[src/rtl/branch_predictor_gshare_pkg.sv]
// Shared opcode, address/instruction types and counter encodings for the gshare predictor.
// Counter encodings are functions of the counter width so every module derives them the same way.
package branch_predictor_gshare_pkg;

  localparam int OPCODE_MSB = 6;
  localparam int OPCODE_LSB = 0;

  typedef logic [OPCODE_MSB:OPCODE_LSB] opcode_t;
  typedef logic [31:0]                  addr_t;
  typedef logic [31:0]                  inst_t;

  localparam opcode_t OPCODE_JAL = 7'b110_1111;
  localparam opcode_t OPCODE_BR  = 7'b110_0011;

  function automatic int cnt_weak_nt(input int cnt_bits);
    return (32'sd1 <<< (cnt_bits - 32'sd1)) - 32'sd1;
  endfunction

  function automatic int cnt_sat_max(input int cnt_bits);
    return (32'sd1 <<< cnt_bits) - 32'sd1;
  endfunction

  function automatic addr_t imm_b(input inst_t inst);
    return {{19{inst[31]}}, inst[31], inst[7], inst[30:25], inst[11:8], 1'b0};
  endfunction

  function automatic addr_t imm_j(input inst_t inst);
    return {{11{inst[31]}}, inst[31], inst[19:12], inst[20], inst[30:21], 1'b0};
  endfunction

endpackage

[src/rtl/branch_predictor_gshare_sat_counter_update.sv]
// Next value of an N-bit saturating counter; compares against the limits so it never wraps.
module sat_counter_update
  import branch_predictor_gshare_pkg::*;
#(
  parameter int N = 2
) (
  input  logic [N-1:0] cnt_i,
  input  logic         inc_i,
  output logic [N-1:0] cnt_o
);

  localparam logic [N-1:0] CNT_MAX = N'(cnt_sat_max(N));
  localparam logic [N-1:0] CNT_MIN = N'(0);

  // Saturating step in the requested direction
  always_comb begin
    cnt_o = cnt_i;
    if (inc_i) begin
      if (cnt_i != CNT_MAX) cnt_o = cnt_i + N'(1);
      else                  cnt_o = cnt_i;
    end else begin
      if (cnt_i != CNT_MIN) cnt_o = cnt_i - N'(1);
      else                  cnt_o = cnt_i;
    end
  end

endmodule

[src/rtl/branch_predictor_gshare.sv]
// Gshare/bimodal branch predictor: flop-based PHT of saturating counters, speculative GHR
// with commit-time repair, and saturating commit statistics.
module branch_predictor_gshare
  import branch_predictor_gshare_pkg::*;
#(
  parameter int PHT_ENTRIES = 256,
  parameter int CNT_BITS    = 2,
  parameter int HIST_LEN    = 8,
  parameter int USE_GSHARE  = 1
) (
  input  logic                clk,
  input  logic                rst_n,
  input  logic                predict_valid_from_fch,
  input  logic [31:0]         predict_pc_from_fch,
  input  logic [31:0]         predict_inst_from_fch,
  output logic                predicted_jump_sign_to_fch,
  output logic [31:0]         jump_pc_to_fch,
  output logic [HIST_LEN-1:0] ghr_snapshot_to_fch,
  input  logic                enable_sign_from_rob,
  input  logic [31:0]         pc_from_rob,
  input  logic [HIST_LEN-1:0] ghr_snapshot_from_rob,
  input  logic                hit_from_rob,
  input  logic                mispredict_from_rob,
  output logic [31:0]         stat_updates,
  output logic [31:0]         stat_mispredicts
);

  localparam int                  IDX_W    = $clog2(PHT_ENTRIES);
  localparam logic [CNT_BITS-1:0] CNT_WNT  = CNT_BITS'(cnt_weak_nt(CNT_BITS));
  localparam logic [31:0]         STAT_MAX = 32'hFFFF_FFFF;

  logic [CNT_BITS-1:0] pht_q [PHT_ENTRIES];
  logic [CNT_BITS-1:0] pht_d [PHT_ENTRIES];
  logic [HIST_LEN-1:0] ghr_q, ghr_d;
  logic [31:0]         stat_updates_q, stat_updates_d;
  logic [31:0]         stat_mispredicts_q, stat_mispredicts_d;

  opcode_t             pred_opcode_s;
  logic [IDX_W-1:0]    idx_pred_s, idx_upd_s;
  logic [CNT_BITS-1:0] cnt_next_s;
  logic                pred_taken_s;
  logic                repair_s;
  logic                unused_pc_bits;

  function automatic logic [IDX_W-1:0] pht_index(input addr_t pc, input logic [HIST_LEN-1:0] hist);
    if (USE_GSHARE != 0) return pc[IDX_W+1:2] ^ IDX_W'(hist);
    else                 return pc[IDX_W+1:2];
  endfunction

  // Works for HIST_LEN == 1 too: the oldest bit simply falls off the top.
  function automatic logic [HIST_LEN-1:0] ghr_shift(input logic [HIST_LEN-1:0] hist, input logic bit_in);
    logic [HIST_LEN:0] wide;
    wide = {hist, bit_in};
    return wide[HIST_LEN-1:0];
  endfunction

  assign unused_pc_bits = ^{predict_pc_from_fch[31:IDX_W+2], predict_pc_from_fch[1:0],
                            pc_from_rob[31:IDX_W+2], pc_from_rob[1:0]};

  assign idx_pred_s = pht_index(predict_pc_from_fch, ghr_q);
  assign idx_upd_s  = pht_index(pc_from_rob, ghr_snapshot_from_rob);
  assign repair_s   = enable_sign_from_rob && mispredict_from_rob;

  sat_counter_update #(.N(CNT_BITS)) u_cnt_upd (
    .cnt_i (pht_q[idx_upd_s]),
    .inc_i (hit_from_rob),
    .cnt_o (cnt_next_s)
  );

  // Combinational prediction from the fetched instruction and registered state
  always_comb begin
    pred_opcode_s = predict_inst_from_fch[OPCODE_MSB:OPCODE_LSB];
    case (pred_opcode_s)
      OPCODE_JAL: begin
        pred_taken_s   = 1'b1;
        jump_pc_to_fch = imm_j(predict_inst_from_fch);
      end
      OPCODE_BR: begin
        pred_taken_s   = pht_q[idx_pred_s][CNT_BITS-1];
        jump_pc_to_fch = imm_b(predict_inst_from_fch);
      end
      default: begin
        pred_taken_s   = 1'b0;
        jump_pc_to_fch = imm_b(predict_inst_from_fch);
      end
    endcase
  end

  // Next-state for history (repair wins over speculation), PHT and statistics
  always_comb begin
    ghr_d = ghr_q;
    if (repair_s)                                                  ghr_d = ghr_shift(ghr_snapshot_from_rob, hit_from_rob);
    else if (predict_valid_from_fch && pred_opcode_s == OPCODE_BR) ghr_d = ghr_shift(ghr_q, pred_taken_s);
    else                                                           ghr_d = ghr_q;

    pht_d = pht_q;
    if (enable_sign_from_rob) pht_d[idx_upd_s] = cnt_next_s;
    else                      pht_d = pht_q;

    stat_updates_d = stat_updates_q;
    if (enable_sign_from_rob && stat_updates_q != STAT_MAX) stat_updates_d = stat_updates_q + 32'd1;
    else                                                    stat_updates_d = stat_updates_q;

    stat_mispredicts_d = stat_mispredicts_q;
    if (repair_s && stat_mispredicts_q != STAT_MAX) stat_mispredicts_d = stat_mispredicts_q + 32'd1;
    else                                            stat_mispredicts_d = stat_mispredicts_q;
  end

  // State registers; every PHT entry is individually reset so the table stays in flops
  always_ff @(posedge clk or negedge rst_n) begin
    if (!rst_n) begin
      for (int i = 0; i < PHT_ENTRIES; i++) pht_q[i] <= CNT_WNT;
      ghr_q              <= '0;
      stat_updates_q     <= 32'd0;
      stat_mispredicts_q <= 32'd0;
    end else begin
      pht_q              <= pht_d;
      ghr_q              <= ghr_d;
      stat_updates_q     <= stat_updates_d;
      stat_mispredicts_q <= stat_mispredicts_d;
    end
  end

  assign predicted_jump_sign_to_fch = pred_taken_s;
  assign ghr_snapshot_to_fch        = ghr_q;
  assign stat_updates               = stat_updates_q;
  assign stat_mispredicts           = stat_mispredicts_q;

endmodule

[config.mk]
export PLATFORM = sky130hd
export DESIGN_NAME = branch_predictor_gshare
export DESIGN_NICKNAME = d
export VERILOG_FILES = /design/src/rtl/branch_predictor_gshare_pkg.sv /design/src/rtl/branch_predictor_gshare_sat_counter_update.sv /design/src/rtl/branch_predictor_gshare.sv
export SDC_FILE = /design/constraint.sdc
export NUM_CORES = 1
export LEC_CHECK = 0
export ABC_AREA = 1
export CELL_PAD_IN_SITES_DETAIL_PLACEMENT = 1
export CELL_PAD_IN_SITES_GLOBAL_PLACEMENT = 2
export CORE_ASPECT_RATIO = 1.75
export CORE_MARGIN = 5
export CORE_UTILIZATION = 35
export CTS_CLUSTER_DIAMETER = 40
export DETAILED_ROUTE_END_ITERATION = 6
export PLACE_DENSITY = 0.95
export SLEW_MARGIN = 20
export SYNTH_ARGS = -nofsm -noshare
export SYNTH_HDL_FRONTEND = slang
export SYNTH_SLANG_ARGS = --single-unit
[constraint.sdc]
create_clock -name clk -period 7.25 [get_ports clk]
set_input_delay 1.0875 -clock clk [delete_from_list [all_inputs] [get_ports clk]]
set_output_delay 1.0875 -clock clk [all_outputs]
set_load 0.01 [all_outputs]
## After elaboration in Yosys (flattened, before gate mapping)

Index checks and enable logic that the tools add are counted.

- Muxes and demuxes: 16
- Bitwise gates (word level): 4
- Add/subtract/negate cells: 4
- Eq/ne operators: 5
- Order comparisons: 3
- Reduce and logical (&&, ||, !) cells: 7

Operators by type and width:

| cell | number |
|---|---|
| $bwmux 512 | 1 |
| $add 32x1->32 const B | 2 |
| $ne 32x32->1 const B | 2 |
| $bmux 2 s8 | 2 |
| $mux 20 | 1 |
| $ge 9x9->1 const B | 2 |
| $not 8->9 | 2 |
| $demux 2 s8 | 1 |
| $mux 2 | 8 |
| $mux 8 | 2 |
| $xor 8x8->8 | 2 |
| $eq 7x7->1 const B | 2 |
| $lt 9x1->1 const B | 1 |
| $logic_and 1x1->1 | 5 |
| $reduce_bool 2->1 | 2 |
| $add 2x1->2 const B | 1 |
| $ne 2x2->1 const B | 1 |
| $pmux 1 s2 | 1 |
| $sub 2x1->2 const B | 1 |

- Bits of input ports: 110
- Register bits after elaboration: 584
- Output and inout port bits: 105

## Logic depth before layout (Yosys ltp)

Gate-level depths: netlist of run 1.

- Depth in word-level cells: 9
- Depth in mapped cells: 24

## Modules after synthesis

From an unflattened synthesis of run 1, not the netlist that was laid out.

- Cell total of the unflattened synthesis: 3810
- Area, all modules: 29985.0 µm²

Modules (own cells, without submodules):

| module | cells an instance | seq. area each (µm²) | instances | area each (µm²) |
|---|---|---|---|---|
| branch_predictor_gshare | 3804 | 14934.3 | 1 | 29960.0 |
| sat_counter_update | 6 | 0.0 | 1 | 25.0 |

## Least setup slack after synthesis of run 1

Ideal clock, no wire load.

- Path kind: input-to-output
- Start point: input port predict_pc_from_fch[2]
- End point: output port predicted_jump_sign_to_fch
- Path slack: 3339 ps
- Data required time: 6162 ps
- Path buffers: 2
- Stages on the path: 16
- Arrival time: 2824 ps
- Cell sequence: inv_1 > nand2_1 > nand2_1 > clkbuf_1 > buf_1 > nand2_1 > o211ai_1 > nand3_1 > nand3_1 > nand3_1 > nand3_1 > nand3_1 > nand2_1 > nand2_1 > nand3_1 > nand2_1

- Longest elaborated chain between the ends: 6

RTL lines:

| item | line | text |
|---|---|---|
| from (decl) | branch_predictor_gshare.sv:14 | `input logic [31:0] predict_pc_from_fch,` |
| $xor 8x8->8 | branch_predictor_gshare.sv:46 | `if (USE_GSHARE != 0) return pc[IDX_W+1:2] ^ IDX_W'(hist);` |
| $not 8->9 (not written as such) | branch_predictor_gshare.sv:79 | `pred_taken_s = pht_q[idx_pred_s][CNT_BITS-1];` |
| $bmux 2 s8 | branch_predictor_gshare.sv:79 |  |
| $mux 2 (not written as such) (2 in series) | branch_predictor_gshare.sv:79 |  |
| $pmux 1 s2 | branch_predictor_gshare.sv:73 | `case (pred_opcode_s)` |
| to (decl) | branch_predictor_gshare.sv:16 | `output logic predicted_jump_sign_to_fch,` |

No other way between the ends. The select of a mux whose other input is x is not followed.

## Worst setup path after layout of run 1

- Start point: input port predict_pc_from_fch[4]
- End point: output port predicted_jump_sign_to_fch

Same word-level chain as after synthesis.

==> results of run 1 <==
## registers in the layout, indices dropped and copies added (netlist names)
name                 flops
ghr_snapshot_to_fch      8
pht_q                  512
stat_mispredicts        32
stat_updates            32
## path summary, 6_finish.rpt
kind                                         from                          to  cells after the start
min in group clk                       pht_q[440]                  pht_q[440]                      2
hold / removal                              rst_n                   pht_q[77]                      1
max in group asynchronous                   rst_n                  pht_q[171]                      3
hold reg to reg                        pht_q[440]                  pht_q[440]                      2
setup / recovery           predict_pc_from_fch[4]  predicted_jump_sign_to_fch                     14
setup reg to reg           ghr_snapshot_to_fch[0]      ghr_snapshot_to_fch[0]                     17
## metal layers
| layer | track usage, % | vias to the layer above | share of wire, % |
|---|---|---|---|
| met5 | 0 | - | 0.011 |
| met4 | 15.93 | 4 | 7.0 |
| met3 | 4.725 | 411 | 6.0 |
| met2 | 47.34 | 1066 | 49 |
| met1 | 30.49 | 18230 | 38 |
| li1 | - | 16810 | - |
## stage by stage
stage	hold slack (ns)	instance area (sq um)	cells
6_report	0.3938	41480	6944
5_1_grt	0.4313	41470	6941
4_1_cts	0.3891	41470	6941
3_5_place_dp	0.4573	38460	6781
3_3_place_gp	0.4514	38460	6781
2_1_floorplan	0.4444	35380	5496
## layout make-up
class	count	area (sq um)
Fill cell	13030	59110
Inverter	746	2805
Antenna cell	3	7.507
Clock buffer	117	2462
Tap cell	1326	1659
Sequential cell	584	14930
Multi-Input combinational cell	3876	16500
Timing Repair Buffer	249	2557
Clock inverter	43	546.8
## synthesized netlist by cell type, types with 8 or more instances
cell         n  share of area, %
nand2_1   2392                25
inv_1      734               7.8
nand3_1    563               8.0
nor2_1     379               4.0
dfrtp_1    328                23
dfstp_2    256                19
o21ai_0    213               3.0
nor3_1     185               2.6
clkbuf_1   146               1.5
buf_2      115               1.6
xor2_1      46               1.1
xnor2_1     27              0.67
buf_4       23              0.49
nand4_1     20              0.35
clkinv_1    12              0.13
nor4_1      10              0.18
o21ai_1      9              0.13
a31oi_1      8              0.14
o211ai_1     8              0.17
## logic make-up after synthesis
logic type / count (synthesis) / share of synthesized area (%)
simple gates: 3552 / 40.57
buf+inv: 1036 / 11.64
flops: 584 / 42.21
compound gates: 243 / 3.529
xor+xnor: 73 / 1.807
mux: 5 / 0.1591
fa+ha+maj: 2 / 0.07072
other cells: 1 / 0.01060
## layout by cell type, fill, tap and decap left out, drive strengths merged
cell           count
nand4             20
ha                 2
nand3b             1
bufinv             9
conb               1
clkdlybuf4s50    152
xnor2             27
clkinv            31
inv              740
buf               97
dfrtp            328
xor2              46
diode              3
a21oi              4
a31oi              8
nand3            563
nor2             379
nor3             185
clkbuf           117
o21ai            222
dfstp            256
a22oi              1
nor4              10
or4                1
clkinvlp           9
o211ai             8
mux2               5
nor3b              1
nand2           2392
## report_power, final
part	leakage (nW)	internal (mW)	switching [mW]	total [mW]
registers	7.05	3.86	0.320	4.18
logic	11.4	0.943	2.32	3.26
clock network	1.45	2.72	1.72	4.45
total	19.9	7.53	4.37	11.9
==> metrics.md, run 1 <==
| Metric | Value |
|---|---|
| Slowest stage delay, CP | 0.80 ns |
| R2R Setup Slk | roughly 3.5 ns |
| Max Freq | ~170 MHz |
| WS Path Type | in -> out |
| Sequential area share after synthesis | 42.21% |
| Worst path most repeated cell | nand3_1 |
| Power Total | 11.89 mW |
| Final ANT Viol Nets | 0 |
| Final Util | 41.24% |
| Post-Syn Area | 35380 sq um |
| WP data required | 6.16 ns |
| Cts repair resizes | 0 |
| Vias in the first global route | 38910 |
| Syn Inst Count | about 5500 |
| Grt ovf | 0 |
| CTS hold repair buffers | 0 |
| Count of buffer and inverter cells on the critical path | 4 |
| Endpoints failing setup | 0 |
| VDD IR-drop max | 0.0002074 V |
| Syn_area_per_cell | 6.438 sq um |
| CP delay by family, top | buffers and inverters |
| WP data arrival | between 4 and 5 ns |
| Post-synth EDFFs | 0 |
| CP Capture Type | output pin |
| Worst hold path type | in -> async |
| # DRC | 0 |
| Tcrit/Tclk final | 82.87% |
| Starting Density | 35.18% |
| Postcts setup bufs | 0 |
| Register bit total from synthesis | 584 |
| Number of DRC markers in iteration 0 | 2396 |
| Clk buf depth | 3 |
| Slew @ Worst Pin | 1.159 ns |
| Primary FF master, synth | dfrtp_1 |
| Yosys warns | 0 |
| Layout area overhead | 17.23% |
| Nets | about 5700 |
| Clock root buffer | clkbuf_16 |
| WL final | 148.3 mm |
| Skew final | 0.04410 ns |
| Initial antenna violation count | 3 |
| Synth unique cells | 28 |
| First-pass GRT wire length | between 200 and 250 mm |
| Min cycle time layout | 6.008 ns |
| PwrDens | 286.8 nW/um^2 |
| # IOs | 215 |
| Critical path startpoint category | input port |
| GRT Util Overall | 26.94% |
| Port Buffer Count | 153 |
| Clock transition at the registers of the reported paths | 0.06 ns |
| Async S/R FF share, synth | between 90% and 100% |
| Syn_nets | 5608 |
| Htree depth | 3 |
| Layout cells sized above 1 | 9.350% |
| Post-DP HPWL | 95.11 mm |
| Lkg Pwr | ~20 nW |
| Clock sink count | 584 |
| Die width | between 200 and 300 um |
| Vias | 36520 |
| Worst Setup Slack, final | 1.242 ns |
| Die height | 430.6 um |
| CTS tree | yes |
| Worst path cell trace | clkdlybuf4s50_1 > xnor2_2 > clkinv_1 > buf_4 > nand3_1 > nand3_1 > nand3_1 > nand3_1 > nand3_1 > nand2_1 > nand2_1 > nand3_1 > nand2_1 > clkdlybuf4s50_1 |
| Routability Congestion | 0.8984 |
| CTS Buf Count | 85 |
| DR vias/cell | 5.260 |
| Pre-CTS setup slack | 1.338 ns |
| Row count | about 150 |
| Setup TNS | 0 ns |
| Status | complete, no violations |
| Clock Latency Late Sink | 0.70 ns |
| Detailed Routing Iterations Pass 1 | 5 |
| DR WL/cell | 21.35 um |
| Die footprint | 107800 sq um |
| Crit-path max FO | 16 |
| Core outline area | between 100000 and 150000 sq um |
| Max_cap viols | 0 |
| CP max-delay cell | clkinv_1 |
| Largest net degree at the start of global routing | 155 |
| Fin. Hold Viols | 0 |
| Max Slew Vio Count | 0 |
| Slew HR | 22.67% |
| RSZ-0062 raised after global routing | no |
No activity file was read; power rests on OpenSTA's default activity.
==> inputs of run 2 (changes only) <==
--- a/config.mk
+++ b/config.mk
@@ -10,10 +10,10 @@
 export CELL_PAD_IN_SITES_GLOBAL_PLACEMENT = 2
 export CORE_ASPECT_RATIO = 1.75
 export CORE_MARGIN = 5
-export CORE_UTILIZATION = 35
+export CORE_UTILIZATION = 33
 export CTS_CLUSTER_DIAMETER = 40
 export DETAILED_ROUTE_END_ITERATION = 6
-export PLACE_DENSITY = 0.95
+export PLACE_DENSITY = 0.91
 export SLEW_MARGIN = 20
 export SYNTH_ARGS = -nofsm -noshare
 export SYNTH_HDL_FRONTEND = slang
==> constraint.sdc (replaced) <==
create_clock -name clk -period 5.6 [get_ports clk]
set_input_delay 0.84 -clock clk [delete_from_list [all_inputs] [get_ports clk]]
set_output_delay 0.84 -clock clk [all_outputs]
set_load 0.01 [all_outputs]
==> metrics.md, run 2 (synthesis gave the netlist of run 1 again) <==
| Metric | Value |
|---|---|
| WS Path Type | in -> out |
| CTS tree | yes |
| Max Freq | approximately 190 MHz |
| Reg2Reg Launch Point | pht_q[164] |
| Number of DRC markers in iteration 0 | 2185 |
| Cts repair resizes | 0 |
| Final ANT Viol Nets | 0 |
| Slew HR | 21.50% |
| Nets | 5696 |
| Lkg Pwr | approximately 20 nW |
| Layout cells sized above 1 | 10.23% |
| Number of diodes | 0 |
| VDD IR-drop max | 0.0002910 V |
| Layout area overhead | 19.79% |
| Crit-path max FO | 29 |
| R2r endpoint | pht_q[223] |
| Starting Density | 33.12% |
| Clock sink count | 584 |
| PwrDens | 383.5 nW/um^2 |
| Min cycle time layout | 5.179 ns |
| Die width | 257.5 um |
| GRT Util Overall | a little over a quarter |
| Postcts setup bufs | 0 |
| # IOs | 215 |
| CTS hold repair buffers | 0 |
| DR WL/cell | 21.53 um |
| Largest Register | pht_q |
| CTS Buf Count | 91 |
| Routability Congestion | 0.8857 |
| Clk buf depth | 3 |
| Post-DP HPWL | 98.96 mm |
| Detailed Routing Iterations Pass 1 | 5 |
| WL final | 151.3 mm |
| Initial antenna violation count | 0 |
| Max FFs per register | 512 |
| Row count | 159 |
| Port Buffer Count | 153 |
| Reg2reg path depth | 15 |
| Max Slew Vio Count | 0 |
| Setup TNS | 0 ns |
| WP data required | about 4.8 ns |
| Tcrit/Tclk final | 92.49% |
| Largest net degree at the start of global routing | 175 |
| Grt ovf | 0 |
| Slew @ Worst Pin | 1.176 ns |
| Vias | 36680 |
| Die footprint | 114100 sq um |
| Dpl cells | 6859 |
| Core outline area | 106800 sq um |
| Max_cap viols | 0 |
| Most frequent cells in the layout | nand2_1 (2386), inv_1 (731), nand3_1 (563) |
| Die height | 443.2 um |
| Skew final | approximately 0.027 ns |
| Critical path startpoint category | input port |
| Endpoints failing setup | 0 |
| Htree depth | 3 |
| Fin. Hold Viols | 0 |
| # DRC | 0 |
| Commonest non-fill, non-tap cell in the layout | nand2_1 |
| Hold WS | roughly 0.11 ns |
| Power Total | between 15 and 20 mW |
| Clock root buffer | clkbuf_16 |
| DR vias/cell | ~5.2 |
| First-pass GRT wire length | 231.5 mm |
| Final Non-Filler Cells | about 7000 |
| R2R Setup Slk | roughly 2.2 ns |
| RSZ-0062 raised after global routing | no |
| Clock transition at the registers of the reported paths | 0.05 ns |
| Vias in the first global route | 39050 |
| CP Capture Type | output pin |
| WP data arrival | ~4.3 ns |
| Status | complete, no violations |
| Clock Latency Late Sink | roughly 0.71 ns |
| Worst hold path type | in -> async |
## run 2: worst max-delay path, stage by stage
cell and delay (ns):
clkdlybuf4s50_1 0.56, inv_1 0.08, nand2_1 0.13, nand2_4 0.29, buf_12 0.28, o21ai_0 0.22, nand2_1 0.08, nand3_1 0.09
nand3_1 0.15, nand3_1 0.27, nand3_1 0.17, nand3_1 0.11, nand2_1 0.06, nand2_1 0.05, nand3_1 0.16, nand2_1 0.10
clkdlybuf4s50_1 0.64
## run 2: how the worst max path moves through the flow
stage | startpoint | to | cells past startpoint
floorplan | predict_pc_from_fch[2] | predicted_jump_sign_to_fch | 16
global placement | predict_pc_from_fch[2] | predicted_jump_sign_to_fch | 17
detailed placement | predict_pc_from_fch[2] | predicted_jump_sign_to_fch | 17
CTS | ghr_snapshot_to_fch[0] | predicted_jump_sign_to_fch | 16
global route | predict_pc_from_fch[2] | predicted_jump_sign_to_fch | 17
finish | predict_pc_from_fch[2] | predicted_jump_sign_to_fch | 17
## run 2: power by group
part	switching [mW]	internal [mW]	total [mW]	leakage (nW)
logic	3.05	1.32	4.37	11.7
clock network	2.40	4.07	6.47	1.64
registers	0.410	5.00	5.41	7.05
total	5.86	10.4	16.3	20.4
## run 2: routing by layer
metal | GRT usage [%] | share of wire (%)
met1 | 29.96 | 39
met2 | 46.29 | 50
met3 | 3.917 | 4.9
met4 | 14.27 | 6.6
met5 | 0 | 0
## run 2: cell type report
type	count	area, sq um
clock buffers	110	2470
clock inverters	61	959.7
fillers	13590	64450
inverters	746	2805
multi-input cells	3876	16510
flip-flops and latches	584	14930
well taps	1368	1712
repair buffers	285	2990
## run 2: through the flow
stage	worst slack, ns	utilization [%]	cell area, sq um
6_report	0.4208	39.67	42380
2_1_floorplan	2.184	-	35380
3_3_place_gp	0.5621	36.46	38950
5_1_grt	0.2520	39.67	42380
4_1_cts	0.4399	39.67	42380
3_5_place_dp	0.4777	36.46	38950
